===== config.mk =====
export PLATFORM = sky130hd
export DESIGN_NAME = lsu_mem_access_flat
export DESIGN_NICKNAME = d
export VERILOG_FILES = /design/src/rtl/lsu_mem_access_if.sv /design/src/rtl/lsu_mem_access.sv /design/src/flat_wrapper.sv
export SDC_FILE = /design/constraint.sdc
export NUM_CORES = 1
export LEC_CHECK = 0
export BUFFER_PORTS_ARGS = -buffer_cell sky130_fd_sc_hd__buf_2
export CORE_UTILIZATION = 50
export CTS_CLUSTER_SIZE = 14
export DETAILED_ROUTE_END_ITERATION = 12
export HOLD_SLACK_MARGIN = 0.1
export PLACE_DENSITY_LB_ADDON = 0.08
export SETUP_SLACK_MARGIN = 0.02
export SKIP_CTS_REPAIR_TIMING = 1
export SLEW_MARGIN = 20
export SYNTH_ARGS = -nofsm -noshare
export SYNTH_HDL_FRONTEND = slang
export SYNTH_SLANG_ARGS = --single-unit
export TNS_END_PERCENT = 20

===== constraint.sdc =====
create_clock -name clk -period 2.7 [get_ports clk]
set_input_delay 0.54 -clock clk [delete_from_list [all_inputs] [get_ports clk]]
set_output_delay 0.54 -clock clk [all_outputs]
set_load 0.05 [all_outputs]

===== src/rtl/lsu_mem_access_if.sv =====
// Word-wide data-memory bus between the load/store unit (master) and memory (slave).
// Handshake: dmem_req is held with address/strobes/data stable until a cycle with dmem_gnt;
// read data is accepted in the first cycle with dmem_rvalid after (or together with) the grant.
interface lsu_mem_access_if;
    logic        dmem_req;
    logic        dmem_we;
    logic [31:0] dmem_addr;
    logic [3:0]  dmem_wstrb;
    logic [31:0] dmem_wdata;
    logic        dmem_gnt;
    logic        dmem_rvalid;
    logic [31:0] dmem_rdata;

    modport master (
        output dmem_req, dmem_we, dmem_addr, dmem_wstrb, dmem_wdata,
        input  dmem_gnt, dmem_rvalid, dmem_rdata
    );

    modport slave (
        input  dmem_req, dmem_we, dmem_addr, dmem_wstrb, dmem_wdata,
        output dmem_gnt, dmem_rvalid, dmem_rdata
    );
endinterface


===== src/rtl/lsu_mem_access.sv =====
// Memory-stage load/store unit: one access at a time over a req/gnt/rvalid bus,
// byte-lane store formatting, load extraction/extension and a registered response.
module lsu_mem_access #(
    parameter int unsigned TIMEOUT_CYCLES = 255
) (
    input  logic             clk,
    input  logic             rst_n,
    input  logic             req_valid,
    output logic             req_ready,
    input  logic             mem_we,
    input  logic             mem_re,
    input  logic [2:0]       mem_size,
    input  logic [31:0]      addr,
    input  logic [31:0]      wdata,
    input  logic [4:0]       rd_in,
    input  logic             rd_wen_in,
    lsu_mem_access_if.master dmem,
    output logic             resp_valid,
    output logic [31:0]      resp_rdata,
    output logic [4:0]       resp_rd,
    output logic             resp_wen,
    output logic             misalign,
    output logic             bus_err,
    output logic [1:0]       dbg_state
);

    typedef enum logic [1:0] {S_IDLE, S_REQ, S_WAIT, S_RESP} state_e;

    localparam logic [7:0] TMO = 8'(TIMEOUT_CYCLES);

    state_e      state_q, state_d;
    logic [7:0]  cnt_q, cnt_d;
    logic [31:0] addr_q, addr_d;
    logic [31:0] wdata_q, wdata_d;
    logic [2:0]  size_q, size_d;
    logic [4:0]  rd_q, rd_d;
    logic        wen_q, wen_d;
    logic        we_q, we_d;
    logic [31:0] resp_rdata_q, resp_rdata_d;
    logic [4:0]  resp_rd_q, resp_rd_d;
    logic        resp_wen_q, resp_wen_d;
    logic        misalign_q, misalign_d;
    logic        bus_err_q, bus_err_d;

    logic        accept;
    logic        mis_in;
    logic [3:0]  strb;
    logic [31:0] lane_wdata;

    // size[0]=sub-word, size[1]=byte/half, size[2]=sign-extend
    function automatic logic [31:0] extract(input logic [31:0] data, input logic [1:0] off,
                                            input logic [2:0] size);
        logic [7:0]  b;
        logic [15:0] h;
        case (off)
            2'd0:    b = data[7:0];
            2'd1:    b = data[15:8];
            2'd2:    b = data[23:16];
            default: b = data[31:24];
        endcase
        h = off[1] ? data[31:16] : data[15:0];
        if (!size[0])
            return data;
        else if (size[1])
            return {{24{size[2] & b[7]}}, b};
        else
            return {{16{size[2] & h[15]}}, h};
    endfunction

    always_comb begin
        mis_in = 1'b0;
        if (mem_size[0])
            mis_in = !mem_size[1] && addr[0];
        else
            mis_in = (addr[1:0] != 2'b00);
    end

    always_comb begin
        state_d      = state_q;
        cnt_d        = cnt_q;
        accept       = 1'b0;
        resp_rdata_d = resp_rdata_q;
        resp_rd_d    = resp_rd_q;
        resp_wen_d   = resp_wen_q;
        misalign_d   = misalign_q;
        bus_err_d    = bus_err_q;
        unique case (state_q)
            S_IDLE: begin
                if (req_valid) begin
                    accept = 1'b1;
                    if (mis_in) begin
                        state_d      = S_RESP;
                        resp_rdata_d = 32'h0;
                        resp_rd_d    = rd_in;
                        resp_wen_d   = 1'b0;
                        misalign_d   = 1'b1;
                        bus_err_d    = 1'b0;
                    end else if (!mem_we && !mem_re) begin
                        state_d      = S_RESP;
                        resp_rdata_d = 32'h0;
                        resp_rd_d    = rd_in;
                        resp_wen_d   = rd_wen_in;
                        misalign_d   = 1'b0;
                        bus_err_d    = 1'b0;
                    end else begin
                        state_d = S_REQ;
                    end
                end
            end
            S_REQ: begin
                if (dmem.dmem_gnt) begin
                    if (we_q || dmem.dmem_rvalid) begin
                        state_d      = S_RESP;
                        resp_rdata_d = we_q ? 32'h0 : extract(dmem.dmem_rdata, addr_q[1:0], size_q);
                        resp_rd_d    = rd_q;
                        resp_wen_d   = wen_q;
                        misalign_d   = 1'b0;
                        bus_err_d    = 1'b0;
                    end else begin
                        state_d = S_WAIT;
                        cnt_d   = 8'd0;
                    end
                end
            end
            S_WAIT: begin
                // rvalid is checked first so it wins over a simultaneous timeout
                if (dmem.dmem_rvalid) begin
                    state_d      = S_RESP;
                    resp_rdata_d = extract(dmem.dmem_rdata, addr_q[1:0], size_q);
                    resp_rd_d    = rd_q;
                    resp_wen_d   = wen_q;
                    misalign_d   = 1'b0;
                    bus_err_d    = 1'b0;
                end else if (cnt_q + 8'd1 == TMO) begin
                    state_d      = S_RESP;
                    resp_rdata_d = 32'h0;
                    resp_rd_d    = rd_q;
                    resp_wen_d   = 1'b0;
                    misalign_d   = 1'b0;
                    bus_err_d    = 1'b1;
                end else begin
                    cnt_d = cnt_q + 8'd1;
                end
            end
            S_RESP: begin
                state_d = S_IDLE;
                cnt_d   = 8'd0;
            end
            default: state_d = S_IDLE;
        endcase
    end

    always_comb begin
        addr_d  = accept ? addr : addr_q;
        wdata_d = accept ? wdata : wdata_q;
        size_d  = accept ? mem_size : size_q;
        rd_d    = accept ? rd_in : rd_q;
        wen_d   = accept ? rd_wen_in : wen_q;
        we_d    = accept ? mem_we : we_q;
    end

    always_ff @(posedge clk or negedge rst_n) begin
        if (!rst_n) begin
            state_q      <= S_IDLE;
            cnt_q        <= 8'd0;
            addr_q       <= 32'h0;
            wdata_q      <= 32'h0;
            size_q       <= 3'b000;
            rd_q         <= 5'd0;
            wen_q        <= 1'b0;
            we_q         <= 1'b0;
            resp_rdata_q <= 32'h0;
            resp_rd_q    <= 5'd0;
            resp_wen_q   <= 1'b0;
            misalign_q   <= 1'b0;
            bus_err_q    <= 1'b0;
        end else begin
            state_q      <= state_d;
            cnt_q        <= cnt_d;
            addr_q       <= addr_d;
            wdata_q      <= wdata_d;
            size_q       <= size_d;
            rd_q         <= rd_d;
            wen_q        <= wen_d;
            we_q         <= we_d;
            resp_rdata_q <= resp_rdata_d;
            resp_rd_q    <= resp_rd_d;
            resp_wen_q   <= resp_wen_d;
            misalign_q   <= misalign_d;
            bus_err_q    <= bus_err_d;
        end
    end

    // Store lane formatting works off the latched request so the bus stays stable until grant
    always_comb begin
        strb       = 4'b1111;
        lane_wdata = wdata_q;
        if (size_q[0]) begin
            if (size_q[1]) begin
                strb       = 4'b0001 << addr_q[1:0];
                lane_wdata = {4{wdata_q[7:0]}};
            end else begin
                strb       = addr_q[1] ? 4'b1100 : 4'b0011;
                lane_wdata = {2{wdata_q[15:0]}};
            end
        end
    end

    assign req_ready       = (state_q == S_IDLE);
    assign dmem.dmem_req   = (state_q == S_REQ);
    assign dmem.dmem_we    = (state_q == S_REQ) && we_q;
    assign dmem.dmem_addr  = {addr_q[31:2], 2'b00};
    assign dmem.dmem_wstrb = ((state_q == S_REQ) && we_q) ? strb : 4'b0000;
    assign dmem.dmem_wdata = lane_wdata;

    assign resp_valid = (state_q == S_RESP);
    assign resp_rdata = resp_rdata_q;
    assign resp_rd    = resp_rd_q;
    assign resp_wen   = resp_wen_q;
    assign misalign   = misalign_q;
    assign bus_err    = bus_err_q;
    assign dbg_state  = state_q;

endmodule


===== src/flat_wrapper.sv =====
// flat-port wrapper written by rule: the top's interface ports become plain ports
module lsu_mem_access_flat 
#(
    parameter int unsigned TIMEOUT_CYCLES = 255
)
  (clk, rst_n, req_valid, req_ready, mem_we, mem_re, mem_size, addr, wdata, rd_in, rd_wen_in, resp_valid, resp_rdata, resp_rd, resp_wen, misalign, bus_err, dbg_state, dmem_dmem_req, dmem_dmem_we, dmem_dmem_addr, dmem_dmem_wstrb, dmem_dmem_wdata, dmem_dmem_gnt, dmem_dmem_rvalid, dmem_dmem_rdata);
  lsu_mem_access_if dmem_i ();
  input  logic clk;
  input  logic rst_n;
  input  logic req_valid;
  output logic req_ready;
  input  logic mem_we;
  input  logic mem_re;
  input  logic [2:0] mem_size;
  input  logic [31:0] addr;
  input  logic [31:0] wdata;
  input  logic [4:0] rd_in;
  input  logic rd_wen_in;
  output logic resp_valid;
  output logic [31:0] resp_rdata;
  output logic [4:0] resp_rd;
  output logic resp_wen;
  output logic misalign;
  output logic bus_err;
  output logic [1:0] dbg_state;
  output wire logic [$bits(dmem_i.dmem_req)-1:0] dmem_dmem_req;
  output wire logic [$bits(dmem_i.dmem_we)-1:0] dmem_dmem_we;
  output wire logic [$bits(dmem_i.dmem_addr)-1:0] dmem_dmem_addr;
  output wire logic [$bits(dmem_i.dmem_wstrb)-1:0] dmem_dmem_wstrb;
  output wire logic [$bits(dmem_i.dmem_wdata)-1:0] dmem_dmem_wdata;
  input wire logic [$bits(dmem_i.dmem_gnt)-1:0] dmem_dmem_gnt;
  input wire logic [$bits(dmem_i.dmem_rvalid)-1:0] dmem_dmem_rvalid;
  input wire logic [$bits(dmem_i.dmem_rdata)-1:0] dmem_dmem_rdata;
  assign dmem_dmem_req = dmem_i.dmem_req;
  assign dmem_dmem_we = dmem_i.dmem_we;
  assign dmem_dmem_addr = dmem_i.dmem_addr;
  assign dmem_dmem_wstrb = dmem_i.dmem_wstrb;
  assign dmem_dmem_wdata = dmem_i.dmem_wdata;
  assign dmem_i.dmem_gnt = dmem_dmem_gnt;
  assign dmem_i.dmem_rvalid = dmem_dmem_rvalid;
  assign dmem_i.dmem_rdata = dmem_dmem_rdata;
  lsu_mem_access #(.TIMEOUT_CYCLES(TIMEOUT_CYCLES)) u_core (.clk(clk), .rst_n(rst_n), .req_valid(req_valid), .req_ready(req_ready), .mem_we(mem_we), .mem_re(mem_re), .mem_size(mem_size), .addr(addr), .wdata(wdata), .rd_in(rd_in), .rd_wen_in(rd_wen_in), .dmem(dmem_i), .resp_valid(resp_valid), .resp_rdata(resp_rdata), .resp_rd(resp_rd), .resp_wen(resp_wen), .misalign(misalign), .bus_err(bus_err), .dbg_state(dbg_state));
endmodule

======== After elaboration in Yosys (flattened, before gate mapping) ========
Cells that the tools add are included.
W data, S select, Z words.
word-level totals
  output and inout bits ................... 114
  bits of input ports ..................... 112
  register bits after elaboration ......... 124
  word-level logic and storage cells ...... 117
cells by class
  $add $sub $neg .......................... 1
  equality and inequality tests ........... 14
  reduce and logical (&&, ||, !) cells .... 15
  muxes and demuxes ....................... 70
  bitwise gates (word level) .............. 3
  shift operators ......................... 1
operators by type and width
  operator               count
  $mux W32               14
  $pmux W32 S3           1
  $mux W8                9
  $pmux W8 S3            2
  $mux W5                7
  $mux W1                21
  $mux W16               1
  $mux W4                4
  $pmux W5 S3            1
  $mux W2                6
  $pmux W1 S3            3
  $add A8 B1 Y8 const B  1
  $eq A8 B8 Y1 const B   1
  $ne A2 B2 Y1 const B   4
  $pmux W2 S4            1
  $eq A2 B2 Y1 const B   3
  $reduce_and A6 Y1      1
  $reduce_bool A3 Y1     2
  $reduce_and A5 Y1      1
  $eq A2 B1 Y1 const B   2
  $logic_not A2 Y1       2
  $ne A2 B1 Y1 const B   2
  $shl A1 B2 Y4 const A  1
  $and A1 B1 Y1          3
  other kinds (7)        11

======== Depth between registers and ports, before layout ========
  depth in word-level cells ............... 12
  mapped depth ............................ 10
  mapped depth without buffers ............ 8

======== Worst setup path after synthesis ========
Ideal clock, no wire load.
  kind .................................... register to output
  start point ............................. register u_core.state_q[0] (netlist: u_core.dbg_state[0])
  end point ............................... output port dmem_dmem_wstrb[2]
  arrival time ............................ 2.306 ns
  path slack .............................. -0.146 ns
  data required time ...................... 2.160 ns
  path buffers ............................ 0
  cell stages (with the launch flop) ...... 4
  path through ............................ dfrtp_1 -> ha_1 -> nand2_1 -> a21oi_1
on the way
  longest elaborated chain between the ends .. 3
ends and longest elaborated chain
  what                      RTL line               text
  start: declaration        lsu_mem_access.sv:31   state_e state_q, state_d;
  start signal: assignment  lsu_mem_access.sv:178  state_q <= state_d;
  $eq A2 B1 Y1              --
  net dmem_dmem_req         flat_wrapper.sv:26     output wire logic [$bits(dmem_i.dmem_req)-1:0] dmem_dmem_req;
  $logic_and A1 B1 Y1       lsu_mem_access.sv:213  assign dmem.dmem_wstrb = ((state_q == S_REQ) && we_q) ? strb : 4'b0000;
  $mux W4                   lsu_mem_access.sv:213
  end: declaration          flat_wrapper.sv:29     output wire logic [$bits(dmem_i.dmem_wstrb)-1:0] dmem_dmem_wstrb;
The timed path passes the listed nets, and every way through them passes these cells.

======== Worst setup path after layout ========
  start point ............................. register u_core.cnt_q[0]
  end point ............................... register u_core.resp_rdata_q[14] (netlist: u_core.resp_rdata[14])
on the way
  longest elaborated chain between the ends .. 4
ends and longest elaborated chain
  what                                RTL line               text
  start: declaration                  lsu_mem_access.sv:32   logic [7:0] cnt_q, cnt_d;
  start signal: assignment            lsu_mem_access.sv:179  cnt_q <= cnt_d;
  $add A8 B1 Y8                       lsu_mem_access.sv:134  end else if (cnt_q + 8'd1 == TMO) begin
  $eq A8 B8 Y1                        lsu_mem_access.sv:134
  $ne A3 B2 Y1 (no source line)       --
  $reduce_and A6 Y1 (no source line)  --
  end signal: assignment              lsu_mem_access.sv:186  resp_rdata_q <= resp_rdata_d;
  end: declaration                    lsu_mem_access.sv:39   logic [31:0] resp_rdata_q, resp_rdata_d;
Every way passes these cells.
A chain may end at the register's enable or synchronous reset.

==> flow_metrics.env <==
export IMPL_status="finished clean"
export IMPL_startpoint_type="flop"
export IMPL_critPathArrivalTime_ps=2810
export IMPL_syn_avg_cell_area_sq_um=10.99
export IMPL_wl_met3_microns=1339
export IMPL_h_tree_depth=4
export IMPL_met2_length_microns=8366
export IMPL_startpoint="u_core.cnt_q[0]$_DFFE_PN0P_"
export IMPL_worstSkewPairLatency_ps=420
export IMPL_antenna_found_initial=0
export IMPL_grt_max_degree=42
export IMPL_firstDrtPassIters=5
export IMPL_syn2layout_area_growth_pct=25.65
export IMPL_tightest_slew_ps=766.8
export IMPL_drive_gt1_frac=0.4720
export IMPL_synth_seq_area_share=0.4778
export IMPL_synth_edff_count=0
export IMPL_setup_violations=0
export IMPL_grt_pass1_vias=5166
export IMPL_final_nets=891
export IMPL_clock_skew_ps=7.306
export IMPL_fp_dieW_microns=116.0
export IMPL_insertedDiodeCount=0
export IMPL_hpwl_microns=12520
export IMPL_async_flop_share=1.000
export IMPL_ys_ff_latch=124
export IMPL_rows=41
export IMPL_hp_class="in -> async"
export IMPL_synth_main_ff_cell="dfrtp_1"
export IMPL_max_freq_ghz=0.3978
export IMPL_drtIter0Drc=299
export IMPL_highest_layer="met4"
export IMPL_cts_inserted_buffers=17
export IMPL_most_common_layout_cells="buf_2 (222), dfrtp_1 (121), mux2_2 (91)"
export IMPL_rsz0062_at_grt="no"
export IMPL_finalSetupTns_ps=0
export IMPL_drc=0
export IMPL_cts_root_buf="clkbuf_16"
export IMPL_crit_path_max_fanout=27
export IMPL_die_height_microns=116.0
export IMPL_syn_area_sq_um=6494
export IMPL_cts_tree="yes"
export IMPL_fin_crit_sh=0.9311
export IMPL_layout_commonest_cell="buf_2"
export IMPL_fin_area_sq_um=8159
export IMPL_ys_warn_count=0
export IMPL_wl_microns=16990
export IMPL_via_count=5245
export IMPL_slew_violations=0
export IMPL_hold_viol_final=0
export IMPL_io_pins=226
export IMPL_drtAntennaViolNets=0
export IMPL_drt_vias_per_instance=5.475
export IMPL_grt_pass1_wl_microns=26540
export IMPL_fp_coreArea_sq_um=12620
export IMPL_dieArea_sq_um=13450
export IMPL_maxCapViolations=0
export IMPL_rr_startpoint="u_core.cnt_q[0]$_DFFE_PN0P_"
export IMPL_fin_crit_ps=2514
export IMPL_crit_type="reg -> reg"
export IMPL_clock_sinks=124
export IMPL_fin_util=0.6465
export IMPL_place_port_buffers=223
export IMPL_gp_congestion=0.8756
export IMPL_grt_usage=0.2634
export IMPL_clockBufferDepth=2
export IMPL_m1WireLength_microns=6899
export IMPL_synth_cells=591
export IMPL_wl_per_cell_microns=17.74
export IMPL_post_synth_num_cell_types=52
export IMPL_end_kind="flop"
export IMPL_path_clk_slew_ps=60
export IMPL_critPathRequiredTime_ps=3000
export IMPL_place_area_sq_um=7537
export IMPL_slew_headroom=0.4854
export IMPL_initial_core_util=0.5146
export IMPL_grt_overflow=0
kinds of logic (layout without fill, tap and decap cells):
| logic type | Yosys count | count (layout) | synth area share |
|---|---|---|---|
| AO/OA/AOI/OAI | 137 | 137 | 0.1376 |
| flip-flops | 124 | 124 | 0.4778 |
| multiplexers | 123 | 123 | 0.2127 |
| buffers and inverters | 102 | 296 | 0.08593 |
| AND/OR/NAND/NOR | 95 | 95 | 0.06975 |
| adder cells (fa/ha/maj) | 6 | 6 | 0.01156 |
| XOR/XNOR | 3 | 3 | 0.004047 |
| other | 1 | 2 | 0.0005775 |
registers in the layout (all words and copies together) (netlist names):
| signal | flops |
|---|---|
| u_core.bus_err | 1 |
| u_core.resp_rdata | 32 |
| u_core.rd_q | 5 |
| u_core.we_q | 1 |
| u_core.dbg_state | 2 |
| u_core.resp_rd | 5 |
| u_core.misalign | 1 |
| u_core.cnt_q | 8 |
| u_core.addr_q | 32 |
| u_core.wdata_q | 32 |
| u_core.wen_q | 1 |
| u_core.resp_wen | 1 |
| u_core.size_q | 3 |
per-layer routing:
| metal | global-route usage | vias up |
|---|---|---|
| met4 | 0.09829 | 0 |
| met5 | 0 | - |
| met3 | 0.09100 | 31 |
| met1 | 0.3111 | 2545 |
| li1 | - | 2452 |
| met2 | 0.4433 | 217 |
metrics by stage:
stage / cells / hold WS (ps) / worst slack (ps)
final: 958 / 99.97 / 186.1
after global routing: 958 / 132.9 / 40.18
after CTS: 958 / 112.7 / 17.70
after detailed placement: 926 / 475.9 / 271.8
after global placement: 926 / 468.8 / 345.5
after floorplan: 592 / 244.4 / 0.6459
worst paths after layout:
| path | endpoint | slack, ps | cells after the start |
|---|---|---|---|
| worst min-delay path | u_core.addr_q[30]$_DFFE_PN0P_ | 100 | 1 |
| worst min register to register | u_core.resp_rdata[1]$_DFFE_PN0P_ | 490 | 1 |
| max in group asynchronous | u_core.size_q[1]$_DFFE_PN0P_ | 1940 | 2 |
| worst max-delay path | u_core.resp_rdata[14]$_DFFE_PN0P_ | 190 | 8 |
| min in group clk | u_core.addr_q[15]$_DFFE_PN0P_ | 350 | 2 |
| worst max register to register | u_core.resp_rdata[14]$_DFFE_PN0P_ | 190 | 8 |
synth_stat cells, types with 2 or more instances:
| cell type | count | area, sq um |
|---|---|---|
| o41ai_1 | 2 | 17.52 |
| mux4_2 | 2 | 45.04 |
| o21ai_0 | 18 | 90.09 |
| buf_1 | 3 | 11.26 |
| o32ai_1 | 8 | 70.07 |
| inv_1 | 26 | 97.59 |
| mux2i_1 | 21 | 210.2 |
| a21oi_1 | 41 | 205.2 |
| a22oi_1 | 7 | 52.55 |
| o22ai_1 | 15 | 93.84 |
| nand3_1 | 5 | 25.02 |
| nand2b_1 | 4 | 25.02 |
| a31oi_1 | 18 | 112.6 |
| a221oi_1 | 8 | 70.07 |
| dfrtp_1 | 124 | 3103 |
| mux2_1 | 9 | 101.4 |
| nor2b_1 | 2 | 12.51 |
| buf_2 | 2 | 10.01 |
| and2_1 | 4 | 25.02 |
| mux2_2 | 91 | 1025 |
| o211ai_1 | 2 | 15.01 |
| o211a_1 | 2 | 20.02 |
| o21ai_1 | 2 | 10.01 |
| nor3_1 | 6 | 30.03 |
| or3_1 | 2 | 12.51 |
| xnor2_1 | 2 | 17.52 |
| o21a_1 | 3 | 22.52 |
| o22a_1 | 2 | 17.52 |
| clkbuf_1 | 27 | 101.4 |
| nor2_1 | 31 | 116.4 |
| nand2_1 | 31 | 116.4 |
| buf_4 | 42 | 315.3 |
| nor4_1 | 2 | 12.51 |
| or4_1 | 3 | 22.52 |
| buf_6 | 2 | 22.52 |
| ha_1 | 6 | 75.07 |
worst max-delay path: stages (launching register included):
cell      delay [ps]
dfrtp_1          420
ha_1             250
nand3_1          140
o21ai_0          100
a311oi_1         680
o41ai_4          110
and2_4           290
buf_4            230
o32ai_1          170
final cells by class:
cell class	instances	area (sq um)
well taps	172	215.2
repair buffers	238	1269
fillers	1060	4461
clock buffers	21	450.4
clock inverters	11	167.7
inverters	26	97.59
multi-input cells	366	2853
flip-flops and latches	124	3107
Power is not shown: default switching activity piles up to over one toggle a cycle in this logic, so the estimate is an artifact.
